==> src/rtl/mp_add_pkg.sv <==
// mp_add_pkg: shared types and constants for the multi-precision add sequencer.
//   state_t  : sequencer FSM states (IDLE, RUN, DONE)
//   ADDER_W  : width of the 16-bit prefix adder slice
//   cnt_w()  : word-counter width for a given word count
package mp_add_pkg;

  typedef enum logic [1:0] {
    IDLE = 2'd0,
    RUN  = 2'd1,
    DONE = 2'd2
  } state_t;

  localparam int ADDER_W = 16;

  function automatic int cnt_w(input int n);
    return $clog2(n);
  endfunction

endpackage

==> src/rtl/adder.sv <==
// adder: 16-bit Kogge-Stone parallel-prefix adder, fully combinational.
// Ports:
//   cout  out 1   carry out of bit 15
//   sum   out 16  a + b + cin (mod 2^16)
//   a     in  16  operand A
//   b     in  16  operand B
//   cin   in  1   carry into bit 0
module adder (
  output logic        cout,
  output logic [15:0] sum,
  input  logic [15:0] a,
  input  logic [15:0] b,
  input  logic        cin
);

  logic [16:0] carry;

  // Position 0 carries cin as a pure generate term; position i+1 is bit i.
  // After the prefix tree, carry[i] is the carry into bit i.
  always_comb begin
    logic [16:0] gg, pp, gn, pn;
    gg = {a & b, cin};
    pp = {a ^ b, 1'b0};
    for (int d = 1; d < 17; d = d * 2) begin
      gn = gg;
      pn = pp;
      for (int i = d; i < 17; i++) begin
        gn[i] = gg[i] | (pp[i] & gg[i-d]);
        pn[i] = pp[i] & pp[i-d];
      end
      gg = gn;
      pp = pn;
    end
    carry = gg;
  end

  assign sum  = (a ^ b) ^ carry[15:0];
  assign cout = carry[16];

endmodule

==> src/rtl/mp_add_seq.sv <==
// mp_add_seq: multi-precision add sequencer. Streams NWORDS words of WORD_W
// bits, least significant first, through one 16-bit prefix adder, keeping the
// inter-word carry in a register. One operation takes NWORDS RUN cycles.
// Ports:
//   clk, reset           clock (rising edge), synchronous active-high reset
//   in_valid / in_ready  operand handshake; in_ready is high only in IDLE
//   a, b, cin            operands (W = WORD_W*NWORDS bits), captured on accept
//   sub                  subtract select, only with MP_ADD_SUB_EN defined
//   out_valid/out_ready  result handshake; out_valid held until out_ready
//   sum, cout            W-bit result and carry out of the top word
// Build option: MP_ADD_SUB_EN adds the `sub` port (a - b when sub=1,
// cout=1 meaning no borrow). Undefined: add only.
module mp_add_seq
  import mp_add_pkg::*;
#(
  parameter int WORD_W = 16,
  parameter int NWORDS = 4
) (
  input  logic                     clk,
  input  logic                     reset,
  input  logic                     in_valid,
  output logic                     in_ready,
  input  logic [WORD_W*NWORDS-1:0] a,
  input  logic [WORD_W*NWORDS-1:0] b,
  input  logic                     cin,
`ifdef MP_ADD_SUB_EN
  input  logic                     sub,
`endif
  output logic                     out_valid,
  input  logic                     out_ready,
  output logic [WORD_W*NWORDS-1:0] sum,
  output logic                     cout
);

  localparam int W     = WORD_W * NWORDS;
  localparam int CNT_W = cnt_w(NWORDS);
  localparam logic [CNT_W-1:0] CNT_LAST = CNT_W'(NWORDS - 1);

  if (WORD_W != ADDER_W) begin : g_bad_word_w
    $error("mp_add_seq: WORD_W must equal the adder width (16)");
  end
  if (NWORDS < 2) begin : g_bad_nwords
    $error("mp_add_seq: NWORDS must be at least 2");
  end

  state_t           state;
  logic [CNT_W-1:0] cnt;
  logic [W-1:0]     a_sh;
  logic [W-1:0]     b_sh;
  logic [W-1:0]     res;
  logic             carry;
  logic             cout_q;
  logic             out_valid_q;

  logic [WORD_W-1:0] b_word;
  logic [WORD_W-1:0] add_sum;
  logic              add_cout;
  logic              cin_first;

`ifdef MP_ADD_SUB_EN
  logic sub_q;
  // Subtraction as a + ~b + 1: invert every b word, force carry-in to 1.
  assign b_word    = sub_q ? ~b_sh[WORD_W-1:0] : b_sh[WORD_W-1:0];
  assign cin_first = sub ? 1'b1 : cin;
`else
  assign b_word    = b_sh[WORD_W-1:0];
  assign cin_first = cin;
`endif

  adder u_adder (
    .cout (add_cout),
    .sum  (add_sum),
    .a    (a_sh[WORD_W-1:0]),
    .b    (b_word),
    .cin  (carry)
  );

  assign in_ready  = (state == IDLE);
  assign out_valid = out_valid_q;
  assign sum       = res;
  assign cout      = cout_q;

  always_ff @(posedge clk) begin
    if (reset) begin
      state       <= IDLE;
      cnt         <= '0;
      carry       <= 1'b0;
      res         <= '0;
      cout_q      <= 1'b0;
      out_valid_q <= 1'b0;
    end else begin
      case (state)
        IDLE: begin
          if (in_valid) begin
            a_sh  <= a;
            b_sh  <= b;
            carry <= cin_first;
`ifdef MP_ADD_SUB_EN
            sub_q <= sub;
`endif
            cnt   <= '0;
            state <= RUN;
          end
        end
        RUN: begin
          // Each sum word enters at the top, so after NWORDS shifts word 0
          // has reached the bottom of the result register.
          res   <= {add_sum, res[W-1:WORD_W]};
          carry <= add_cout;
          a_sh  <= a_sh >> WORD_W;
          b_sh  <= b_sh >> WORD_W;
          if (cnt == CNT_LAST) begin
            cnt         <= '0;
            cout_q      <= add_cout;
            out_valid_q <= 1'b1;
            state       <= DONE;
          end else begin
            cnt <= cnt + CNT_W'(1);
          end
        end
        DONE: begin
          if (out_ready) begin
            out_valid_q <= 1'b0;
            state       <= IDLE;
          end
        end
        default: state <= IDLE;
      endcase
    end
  end

endmodule

==> config.mk <==
export PLATFORM = sky130hd
export DESIGN_NAME = mp_add_seq
export DESIGN_NICKNAME = d
export VERILOG_FILES = /design/src/rtl/mp_add_pkg.sv /design/src/rtl/adder.sv /design/src/rtl/mp_add_seq.sv
export SDC_FILE = /design/constraint.sdc
export NUM_CORES = 1
export LEC_CHECK = 0
export ABC_AREA = 1
export CAP_MARGIN = 20
export CORE_MARGIN = 8
export CORE_UTILIZATION = 51
export CTS_CLUSTER_DIAMETER = 50
export DETAILED_ROUTE_END_ITERATION = 16
export PLACE_DENSITY = 0.81
export SLEW_MARGIN = 30
export SYNTH_ARGS = -nofsm -noshare
export SYNTH_HDL_FRONTEND = slang
export SYNTH_SLANG_ARGS = --single-unit
==> constraint.sdc <==
create_clock -name clk -period 9.45 [get_ports clk]
set_input_delay 1.89 -clock clk [delete_from_list [all_inputs] [get_ports clk]]
set_output_delay 1.89 -clock clk [all_outputs]
set_load 0.01 [all_outputs]
# Yosys cells after proc, flatten, opt, wreduce, memory -nomap -nowiden
# Cells that the tools add are included.
# W data, S select, Z words.
[word_totals] out_inout_bits=67 word_cells=189 ff_bits=199
[op_classes] bitwise_logic=150 n_eq_ne=6 addsub=1 reduce_logical=8 mux=16
[ops] cell="$pmux W64 S2" n=2
[ops] cell="$mux W64" n=2
[ops] cell="$and A1 B1 Y1" n=92
[ops] cell="$or A1 B1 Y1" n=54
[ops] cell="$xor A16 B16 Y16" n=2
[ops] cell="$and A16 B16 Y16" n=1
[ops] cell="$mux W2" n=5
[ops] cell="$reduce_and A3 Y1" n=3
[ops] cell="$ne A2 B2 Y1 const B" n=3
[ops] cell="$pmux W2 S3" n=1
[ops] cell="$eq A2 B2 Y1 const B" n=2
[ops] cell="$pmux W1 S2" n=2
[ops] cell="$pmux W2 S2" n=1
[ops] cell="$reduce_and A2 Y1" n=2
[ops] cell="$reduce_bool A2 Y1" n=2
[ops] cell="$mux W1" n=3
[ops] cell="$add A2 B1 Y2 const B" n=1
[ops] cell="$eq A2 B1 Y1 const B" n=1
[ops] cell="$logic_not A2 Y1" n=1
[ops] cell="$not A1 Y1" n=1

# Depth between registers and ports, before layout
[depth] ltp_word=11 depth_mapped=11 ltp_nobuf=11

# Modules after synthesis
# Synthesis repeated with hierarchy kept, for this count alone.
[hier_totals] cells_unflattened=1033 hier_area_um2=8888.5
[modules_own_cells] module="mp_add_seq" cells_per_inst=828 n_inst=1 area_per_inst_um2=7855.0 seq_area_each_um2=5265.0
[modules_own_cells] module="adder" cells_per_inst=205 n_inst=1 area_per_inst_um2=1033.5 seq_area_each_um2=0.0

# Worst setup path after synthesis
# Ideal clock, no wire load.
[synth_path] kind="in2reg" from="in reset" to="reg a_sh[0] (enable)" arrival_ns=7.595 t_required_ns=8.831 cell_stages=3 path_slack_ns=1.236 cell_sequence="buf_2 -> clkbuf_1 -> nor2_1"
[synth_via] elab_chain_cells=2
[synth_lines] item="start, declared" line_no="mp_add_seq.sv:20" text="input logic reset,"
[synth_lines] item="$not A1 Y1 (no line)"
[synth_lines] item="$reduce_and A3 Y1 (no line)"
[synth_lines] item="end signal, assigned" line_no="mp_add_seq.sv:110" text="a_sh <= a_sh >> WORD_W;"
[synth_lines] item="end, declared" line_no="mp_add_seq.sv:48" text="logic [W-1:0] a_sh;"
# Every way passes these cells.
# A chain may end at the register's enable or synchronous reset.

# Worst setup path in the final report
[layout_path] from="in reset" to="reg a_sh[29] (enable)"
# The elaborated chain is that of the path after synthesis.

==> flow_summary_export.csv <==
group,metric,value,unit
cts,clkLatencyLatePin,0.43,ns
final_layout,areaGrowthSynthToFinish,28.7,%
logic_synthesis,synth_warnings,0,
logic_synthesis,synthCells,1048,
final_layout,utilization,66.9,%
setup_path,critPathRequiredTime,9.50,ns
floorplanning,die-area,22100,sq um
logic_synthesis,synthArstFlopShare,0,%
logic_synthesis,synth_flop_cell,"edfxtp_1",
floorplanning,die_x,149,microns
floorplanning,fp.dieH,149,microns
power,share_seq_of_total_power,49.8,%
sta,max_slew_margin,36.8,%
logic_synthesis,avgSynthCellArea,8.58,sq um
sta,fmax,234,MHz
routing,vias,7019,
power,p_leak,5.20,nW
global_route,top_usage_layer,"met2",
setup_path,path_buf_inv,3,
floorplanning,initial_core_util,52.0,%
global_route,grt_pass1_vias,6916,
setup_path,slowest_stage,"buf_4",
logic_synthesis,synth_edf_count,128,
setup_path,worstPathCellList,"clkdlybuf4s50_1 -> nor2_4 -> buf_4 -> buf_4",
routing,drc,0,
outcome,status,"finished clean",
power,swShare,26.9,%
logic_synthesis,synth_compound_area_share,5.33,%
power,p_int,1.53,mW
logic_synthesis,synth-seq-cells,199,
logic_synthesis,syn_nets,1199,
flow_run,maxCapViolCount,0,
setup_path,cp_max_fo,69,
worst_hold_path,hold_path.class,"reg2reg",
global_route,met1_usage,20.9,%
setup_path,critPathTopFamily,"buffers and inverters",
final_layout,nNetsFinal,1376,
sta,max_slew.worst_pin.slew,0.948,ns
cts,post_cts_buffers,0,
logic_synthesis,synth_area,8990,sq um
global_route,grt_max_degree,107,
placed_design,place.gp.congestion,0.856,
power,finalPower,2.09,mW
logic_synthesis,synth_top_family_by_area,"simple AND/OR/NAND/NOR gates",
sta,timing.final.crit_share,45.3,%
logic_synthesis,synthAdderAreaFrac,2.59,%
global_route,met3_usage,8.04,%
setup_path,start_kind,"input pin",
cts,root_buffer,"clkbuf_16",
placed_design,dp_hpwl,15300,microns
power,p_switching,0.563,mW
routing,antenna_left,0,
setup_path,worstSetupPathType,"in2reg",
power,vdd_drop_max,0.124,mV
global_route,grt_use_total,18.9,%
logic_synthesis,synth_xor_area_share,0.292,%
cts,numCtsBuffers,17,
global_route,grt_pass1_wl,33400,microns
setup_path,cp_common_cell,"buf_4",
sta,fin_crit,4.28,ns
final_layout,final_layout_size_suffix_gt1_share,4.44,%
sta,drv_slew,0,
sta,final_hold_viol_count,0,
cts,clk_pin_slew,0.07,ns
sta,tns,0,ns
setup_path,max_stage_delay,0.78,ns
logic_synthesis,yosysSeqAreaShare,58.6,%
routing,routedWlPerCell,14.4,microns
routing,routed_wl,21000,microns
logic_synthesis,yosys.area_share.simple,25.3,%
cts,cts_resized,0,
logic_synthesis,ys_types,29,
global_route,antenna_found_initial,2,
power,power_density,181,nW/um^2
setup_path,end_kind,"flip-flop",
routing,drtIter0Drc,427,
cts,cts.sinks,199,
routing,first_pass_iters,5,
floorplanning,ios,200,
cts,cts_tree,"yes",
power,power.share.clock,32.8,%
global_route,grt-ovfl-total,0,
floorplanning,core,17300,sq um
logic_synthesis,synthMuxAreaShare,0,%
sta,setup_viol,0,
cts,hold_buffers,0,
sta,skew,0.0137,ns
power,p_comb_share,17.4,%
global_route,use_met2,32.5,%
sta,rsz0062_at_grt,"false",
placed_design,portBuffers,199,
setup_path,worstPathArrival,4.33,ns
floorplanning,rows,48,
cts,clockBufferDepth,2,
cts,cts.htree.levels,4,
routing,vias_per_cell,4.79,
## cells in the mapped netlist, types with 3 or more instances
library cell  number  area share, %
ha_1              17            2.4
a21oi_2            3           0.29
inv_1            103            4.3
clkbuf_1           6           0.25
nand2_2            4           0.28
buf_4             14            1.2
a21oi_1           27            1.5
nand2_1          390             16
o211ai_1           3           0.25
buf_6              8            1.0
nor2_1           147            6.1
nand3_1           28            1.6
edfxtp_1         128             43
buf_2             19            1.1
o21ai_0           58            3.2
nor3_2             3           0.33
dfxtp_1           71             16
## path summary, 6_finish.rpt
kind / startpoint / cells after the start / slack (ns) / endpoint
setup / recovery: reset / 4 / 5.17 / a_sh[29]$_DFFE_PP_
hold / removal: out_valid$_SDFFE_PP0P_ / 2 / 0.47 / out_valid$_SDFFE_PP0P_
setup reg to reg: state[0]$_SDFFE_PP0P_ / 9 / 5.73 / a_sh[29]$_DFFE_PP_
hold reg to reg: out_valid$_SDFFE_PP0P_ / 2 / 0.47 / out_valid$_SDFFE_PP0P_
## metal layers
metal,vias up,routed length (microns)
li1,3657,-
met1,3115,8250
met2,211,10400
met3,32,2000
met4,4,366
met5,-,27
## per-stage QoR
| step | instance area, sq um | instances | hold WS (ns) | setup WS, ns |
|---|---|---|---|---|
| global placement | 11000 | 1431 | 0.448 | 4.78 |
| global route | 11600 | 1463 | 0.496 | 4.98 |
| floorplan | 8990 | 1048 | 0.443 | 1.24 |
| finish | 11600 | 1464 | 0.465 | 5.17 |
| CTS | 11600 | 1463 | 0.469 | 5.20 |
| detailed placement | 11000 | 1431 | 0.460 | 4.75 |
## cell usage in the layout (no fill, tap or decap), drive strengths merged, types with 3 or more instances in the layout
cell type | synthesis | final
a21oi | 30 | 30
buf | 41 | 6
clkbuf | 6 | 17
clkdlybuf4s50 | 0 | 199
clkinv | 2 | 6
dfxtp | 71 | 71
edfxtp | 128 | 128
ha | 17 | 17
inv | 105 | 114
nand2 | 394 | 394
nand3 | 28 | 28
nor2 | 149 | 149
nor3 | 5 | 5
o211ai | 3 | 3
o21ai | 59 | 59
or2 | 3 | 3
## power groups by stage
| stage | logic, mW | clock network (mW) | registers, mW |
|---|---|---|---|
| after CTS | 0.367 | 0.695 | 1.04 |
| after global routing | 0.408 | 0.727 | 1.05 |
| after floorplan | 0.207 | 0 | 1.07 |
| after detailed placement | 0.365 | 0 | 1.06 |
| final | 0.363 | 0.686 | 1.04 |
| after global placement | 0.355 | 0 | 1.06 |
## cell families (layout without fill, tap and decap cells)
logic type	Yosys count	in the layout
XOR/XNOR	3	3
buffers and inverters	154	344
other	0	1
AND/OR/NAND/NOR	582	582
AO/OA/AOI/OAI	92	92
flip-flops	199	199
adder cells (fa/ha/maj)	18	18
## area by class of cell
cell class,instances,area [sq um]
Inverter,107,404
Tap cell,225,282
Fill cell,1408,5730
Sequential cell,199,5270
Multi-Input combinational cell,695,3020
Antenna cell,1,2.50
Clock buffer,17,425
Timing Repair Buffer,205,2040
Clock inverter,15,128
## state kept, by name, summed over array words and instances, names as in the netlist
name / count
state: 2
carry: 1
cnt: 2
a_sh: 64
cout: 1
b_sh: 64
sum: 64
out_valid: 1
## worst reg2reg max path, cell delays in order (launching register included)
cell and delay, ns:
dfxtp_1 0.32, inv_1 0.08, nor2_4 0.09, buf_6 0.53
inv_4 0.47, nand2_1 0.20, inv_1 0.11, nor2_4 0.10
buf_4 0.60, buf_4 0.80
No activity file was read; power rests on OpenSTA's default activity.
